===== src/rtl/mastermind_pkg.sv =====
// rtl/mastermind_pkg.sv - shared colours, peg geometry and screen widths
package mastermind_pkg;
  localparam logic [2:0] BLACK = 3'b000;
  localparam logic [2:0] WHITE = 3'b111;
  localparam logic [2:0] GREEN = 3'b010;

  localparam int PEGS_PER_ROW = 4;
  localparam int PEG_SIZE     = 5;
  localparam int X_W          = 8;
  localparam int Y_W          = 7;

  typedef enum logic [1:0] {S_IDLE, S_DRAW, S_DONE} draw_state_t;

  // Black pegs come first, then white, then green fills the remainder.
  function automatic logic [2:0] peg_color(input logic [1:0] peg,
                                           input logic [2:0] place_thr,
                                           input logic [2:0] sum_thr);
    if ({1'b0, peg} < place_thr) return BLACK;
    if ({1'b0, peg} < sum_thr)   return WHITE;
    return GREEN;
  endfunction
endpackage


===== src/rtl/peg_raster_counter.sv =====
// rtl/peg_raster_counter.sv - px/py/peg nested raster counter for one feedback row
module peg_raster_counter
  import mastermind_pkg::*;
(
  input  logic       clk,
  input  logic       resetn,
  input  logic       clear,
  input  logic       advance,
  output logic [2:0] px,
  output logic [2:0] py,
  output logic [1:0] peg,
  output logic       last
);
  localparam logic [2:0] PX_MAX  = 3'(PEG_SIZE - 1);
  localparam logic [1:0] PEG_MAX = 2'(PEGS_PER_ROW - 1);

  assign last = (px == PX_MAX) && (py == PX_MAX) && (peg == PEG_MAX);

  always_ff @(posedge clk) begin
    if (!resetn || clear) begin
      px  <= '0;
      py  <= '0;
      peg <= '0;
    end else if (advance) begin
      if (px == PX_MAX) begin
        px <= '0;
        if (py == PX_MAX) begin
          py  <= '0;
          peg <= peg + 2'd1;
        end else begin
          py <= py + 3'd1;
        end
      end else begin
        px <= px + 3'd1;
      end
    end
  end
endmodule


===== src/rtl/feedback_draw_ctrl.sv =====
// rtl/feedback_draw_ctrl.sv - draws one row of four 5x5 feedback pegs through the VGA plot port
module feedback_draw_ctrl
  import mastermind_pkg::*;
#(
  parameter int NUM_ROWS  = 10,
  parameter int X_BASE    = 128,
  parameter int Y_BASE    = 5,
  parameter int PEG_PITCH = 6,
  parameter int ROW_PITCH = 10
)
(
  input  logic           clk,
  input  logic           resetn,
  input  logic           start,
  input  logic [3:0]     row,
  input  logic [2:0]     c_place,
  input  logic [2:0]     c_color,
  input  logic           ready,
  output logic [X_W-1:0] x,
  output logic [Y_W-1:0] y,
  output logic [2:0]     color,
  output logic           plot,
  output logic           busy,
  output logic           done
);
  localparam logic [3:0] ROW_LIM = 4'(NUM_ROWS);

  draw_state_t r_state;
  logic [3:0]  r_row;
  logic [2:0]  r_place_thr;
  logic [2:0]  r_sum_thr;
  logic        r_final;

  logic       w_start_ok, w_clear, w_adv, w_last;
  logic [2:0] w_px, w_py, w_cnt_px, w_cnt_py;
  logic [1:0] w_peg, w_cnt_peg;
  logic [3:0] w_row, w_in_sum4;
  logic [2:0] w_in_place, w_in_sum, w_place, w_sum;
  logic [X_W-1:0] w_x;
  logic [Y_W-1:0] w_y;
  logic [2:0]     w_color;

  assign w_start_ok = (r_state == S_IDLE) && start && (row < ROW_LIM);
  assign w_in_place = (c_place > 3'd4) ? 3'd4 : c_place;
  assign w_in_sum4  = {1'b0, c_place} + {1'b0, c_color};
  assign w_in_sum   = (w_in_sum4 > 4'd4) ? 3'd4 : w_in_sum4[2:0];

  // Counter sits one pixel ahead of the outputs, so a start loads pixel 0
  // directly and the counter moves to pixel 1 in the same edge.
  assign w_clear = (r_state != S_DRAW) && !w_start_ok;
  assign w_adv   = w_start_ok || ((r_state == S_DRAW) && ready);

  peg_raster_counter u_cnt (
    .clk     (clk),
    .resetn  (resetn),
    .clear   (w_clear),
    .advance (w_adv),
    .px      (w_cnt_px),
    .py      (w_cnt_py),
    .peg     (w_cnt_peg),
    .last    (w_last)
  );

  assign w_px    = (r_state == S_IDLE) ? 3'd0 : w_cnt_px;
  assign w_py    = (r_state == S_IDLE) ? 3'd0 : w_cnt_py;
  assign w_peg   = (r_state == S_IDLE) ? 2'd0 : w_cnt_peg;
  assign w_row   = (r_state == S_IDLE) ? row : r_row;
  assign w_place = (r_state == S_IDLE) ? w_in_place : r_place_thr;
  assign w_sum   = (r_state == S_IDLE) ? w_in_sum : r_sum_thr;

  // Modular add in the output width is the same as wide-then-truncate.
  assign w_x = X_W'(X_BASE) + X_W'(w_peg) * X_W'(PEG_PITCH) + X_W'(w_px);
  assign w_y = Y_W'(Y_BASE) + Y_W'(w_row) * Y_W'(ROW_PITCH) + Y_W'(w_py);
  assign w_color = peg_color(w_peg, w_place, w_sum);

  always_ff @(posedge clk) begin
    if (!resetn) begin
      r_state     <= S_IDLE;
      r_row       <= '0;
      r_place_thr <= '0;
      r_sum_thr   <= '0;
      r_final     <= 1'b0;
      x           <= '0;
      y           <= '0;
      color       <= GREEN;
      plot        <= 1'b0;
      busy        <= 1'b0;
      done        <= 1'b0;
    end else begin
      case (r_state)
        S_IDLE: begin
          done <= 1'b0;
          if (w_start_ok) begin
            r_row       <= row;
            r_place_thr <= w_in_place;
            r_sum_thr   <= w_in_sum;
            r_final     <= 1'b0;
            x           <= w_x;
            y           <= w_y;
            color       <= w_color;
            plot        <= 1'b1;
            busy        <= 1'b1;
            r_state     <= S_DRAW;
          end
        end
        S_DRAW: begin
          if (ready) begin
            if (r_final) begin
              plot    <= 1'b0;
              busy    <= 1'b0;
              done    <= 1'b1;
              r_state <= S_DONE;
            end else begin
              x       <= w_x;
              y       <= w_y;
              color   <= w_color;
              r_final <= w_last;
            end
          end
        end
        S_DONE: begin
          done    <= 1'b0;
          r_state <= S_IDLE;
        end
        default: r_state <= S_IDLE;
      endcase
    end
  end
endmodule


===== config.mk =====
export PLATFORM = sky130hd
export DESIGN_NAME = feedback_draw_ctrl
export DESIGN_NICKNAME = d
export VERILOG_FILES = /design/src/rtl/mastermind_pkg.sv /design/src/rtl/peg_raster_counter.sv /design/src/rtl/feedback_draw_ctrl.sv
export SDC_FILE = /design/constraint.sdc
export NUM_CORES = 1
export LEC_CHECK = 0
export ABC_CLOCK_PERIOD_IN_PS = 3030
export CORE_ASPECT_RATIO = 1.4
export CORE_MARGIN = 2
export CORE_UTILIZATION = 50
export DETAILED_ROUTE_END_ITERATION = 10
export PLACE_DENSITY = 0.75
export SLEW_MARGIN = 30
export SYNTH_ARGS = -nofsm -noshare
export SYNTH_HDL_FRONTEND = slang
export SYNTH_HIERARCHICAL = 1
export SYNTH_SLANG_ARGS = --single-unit

===== constraint.sdc =====
create_clock -name clk -period 3.03 [get_ports clk]
set_clock_uncertainty 0.05 [all_clocks]
set_input_delay 0.606 -clock clk [delete_from_list [all_inputs] [get_ports clk]]
set_output_delay 0.606 -clock clk [all_outputs]
set_load 0.03 [all_outputs]

==> results of run 1 <==
metrics by stage:
stage | TNS, ns | std cells | setup WS, ns | util (%) | cell area (um^2)
floorplan | 0 | 263 | 0.252 | - | 2230
global placement | -0.115 | 355 | -0.115 | 61.8 | 2640
CTS | 0 | 363 | 0.0731 | 63.7 | 2720
detailed placement | -0.221 | 355 | -0.221 | 61.8 | 2640
finish | 0 | 363 | 0.125 | 63.9 | 2730
global route | 0 | 363 | 0.0125 | 63.9 | 2730
area by class of cell:
class	instances	area share, %
well taps	60	2.75
flip-flops and latches	39	28.6
repair buffers	44	15.1
inverters	16	2.20
clock buffers	7	2.80
multi-input cells	196	48.4
clock inverters	1	0.183
critical path, stage by stage:
cell and delay (ns):
clkdlybuf4s50_1 0.43, ha_2 0.21, fa_1 0.37, or2_2 0.29, a21oi_2 0.15, nand3_1 0.08
a21boi_0 0.14, ha_2 0.20, nor2_1 0.12, a211oi_1 0.08, a21o_1 0.16, a221oi_2 0.20
worst paths after layout:
kind | startpoint | to | slack (ns) | cells after the start
setup / recovery | c_place[0] | color[0] | 0.13 | 12
hold / removal | x[2] | x[2] | 0.40 | 2
setup reg to reg | r_state[0] | y[5] | 0.50 | 12
hold reg to reg | x[2] | x[2] | 0.40 | 2
kinds of logic (layout without fill, tap and decap cells):
family / Yosys count / after routing
other: 1 / 1
xor gates and xnor gates: 9 / 9
buffers and inverters: 28 / 68
AOI/OAI and AO/OA: 51 / 51
adders and majority gates: 26 / 26
DFF: 39 / 39
and+or+nand+nor: 105 / 105
muxes: 4 / 4
power by group:
| group | internal, mW | switching, mW |
|---|---|---|
| combinational | 0.135 | 0.168 |
| sequential | 0.540 | 0.0149 |
| clock | 0.162 | 0.168 |
| total | 0.836 | 0.351 |
registers in the layout, summed over array words and instances, names as in the netlist:
| register | flops |
|---|---|
| u_cnt/peg | 2 |
| done | 1 |
| busy | 1 |
| r_state | 2 |
| y | 7 |
| r_final | 1 |
| r_row | 4 |
| color | 2 |
| u_cnt/px | 3 |
| x | 7 |
| u_cnt/py | 3 |
| r_sum_thr | 3 |
| r_place_thr | 3 |
layout by cell type (no fill, tap or decap), drive strengths merged, types with 3 or more instances in the layout:
cell            n
xnor2           6
ha             22
clkbuf          7
inv            15
dfxtp          39
nor2b           3
o21ai           7
a21oi          27
xor2            3
fa              4
nand2          47
nor2           20
nand3b          4
buf            11
a211oi          6
clkdlybuf4s50  33
and2            5
nand3          14
mux2i           3
routing by layer:
metal | vias up | global-route usage [%] | wire length (um)
li1 | 965 | - | -
met1 | 878 | 24.7 | 2080
met2 | 45 | 32.5 | 2290
met3 | 4 | 3.74 | 146
met4 | 0 | 5.93 | 49
met5 | - | 0 | 0
repair_timing:
| action | CTS | global route |
|---|---|---|
| resized for setup | 0 | 3 |
| hold buffers | 0 | 0 |
| endpoints found under the setup margin | 0 | 1 |
| endpoints found under the hold margin | 0 | 0 |
cell usage after synthesis, drive strengths merged, types with 3 or more instances:
library cell  number
buf                8
mux2i              3
nand2             47
ha                22
inv               15
xnor2              6
nand3b             4
a211oi             6
dfxtp             39
and2               5
nor2b              3
nor2              20
clkbuf             4
fa                 4
a21oi             27
xor2               3
o21ai              7
nand3             14
==> impl_metrics.csv, run 1 <==
group,metric,value,unit
clocking,tritoncts,"yes",
logic_synthesis,synth_top_family_by_area,"simple AND/OR/NAND/NOR gates",
logic_synthesis,synth-adder-area-share,15.9,%
cells_and_area,syn_to_final_growth,22.3,%
global_route,grt_max_degree,17,
detailed_routing,drt_iter0_markers,65,
worst_setup_path,cp_data_required_time,3.18,ns
clocking,post_cts_buffers,0,
power,pwr_density_cell,435,nW/um^2
status,outcome,"complete, no violations",
clocking,root_buffer,"clkbuf_8",
logic_synthesis,synth_area_leader_cell,"dfxtp_1",
die,io-pin-count,35,
power,ir_drop,0.316,mV
global_route,track_usage,19.5,%
min_path,hold_class,"flip-flop to flip-flop",
cells_and_area,drive_above_1_share,11.2,%
detailed_routing,viasPerCell,5.21,
die,die_w,60.5,um
cells_and_area,fillers,403,
clocking,clockBufferDepth,2,
cells_and_area,n_antenna_cell,0,
clocking,cts_buffers,5,
flow_run,max_cap_violations,0,
timing,finalSetupViolCount,0,
worst_setup_path,crit_type,"primary input to flip-flop",
logic_synthesis,yosysTopAreaCellShare,35.0,%
timing,slew_viol_final,0,
die,start_util,52.2,%
global_route,grt_pass1_wl,7.62,mm
die,std_cell_rows,28,
worst_setup_path,critPathMaxFanout,2,
logic_synthesis,ys_types,48,
cells_and_area,regArea,781,um^2
timing,finalHoldWorstSlack,0.401,ns
logic_synthesis,synth_flop_cell,"dfxtp_1",
die,coreArea,4270,um^2
timing,finalCritPeriodShare,95.9,%
clocking,clock_insertion_delay_worst_skew,0.28,ns
logic_synthesis,synth_edf_count,0,
worst_setup_path,cp-start-kind,"primary input",
logic_synthesis,ys_ff_latch,39,
detailed_routing,num_vias,1892,
worst_setup_path,critPathCaptureType,"flip-flop",
global_route,antenna_found_initial,0,
placement,gp_congestion,0.796,
timing,hold_violations,0,
power,p_leak,1.10,nW
logic_synthesis,syn_area,2230,um^2
global_route,first_global_vias,1707,
placement,portBuffers,33,
logic_synthesis,synth-seq-area-share,35.0,%
timing,rsz0062_at_grt,"false",
detailed_routing,drc,0,
placement,hpwl,3.48,mm
detailed_routing,finalWirelength,4.57,mm
clocking,clk_pin_slew,0.07,ns
detailed_routing,antenna_left,0,
detailed_routing,post_drt_wl_per_cell,12.6,um
logic_synthesis,synth_nets,303,
logic_synthesis,synthArstFlopShare,0,%
logic_synthesis,synth_area_per_cell,8.49,um^2
cells_and_area,nets,342,
worst_setup_path,crit_arrival,3.05,ns
timing,timing.fmax,0.344,GHz
cells_and_area,multi_input_comb_area,1320,um^2
logic_synthesis,ys_warn_count,6,
clocking,htree_levels,2,
power,finalPower,1.19,mW
logic_synthesis,synthCells,263,
logic_synthesis,synthTopCellsByArea,"dfxtp_1 35%, ha_1 12%, nand2_1 7.6%, a21oi_1 6.1%, fa_1 3.6%",
logic_synthesis,synth_compound_area_share,14.1,%
global_route,grt-ovfl-total,0,
clocking,clock_sinks,39,
logic_synthesis,synth-simple-area-share,23.0,%
logic_synthesis,synth.area.mux_share,2.02,%
detailed_routing,dr.pass1.iters,4,
die,die_h,83.1,um
die,dieArea,5020,um^2
timing,fin_crit,2.90,ns
logic_synthesis,synth_xor_area_share,3.53,%
Power figures use the tool's default switching activity.
==> run 2: changes to the inputs <==
Settings changed: SLEW_MARGIN 30 to not set.
==> results of run 2 <==
Same layout as run 1: the final DEF is identical, and so are final timing and power.
==> run 3: changes to the inputs <==
Settings changed: GPL_ROUTABILITY_DRIVEN set to 0.
==> results of run 3 <==
Same layout as run 1: the final DEF is identical, and so are final timing and power.
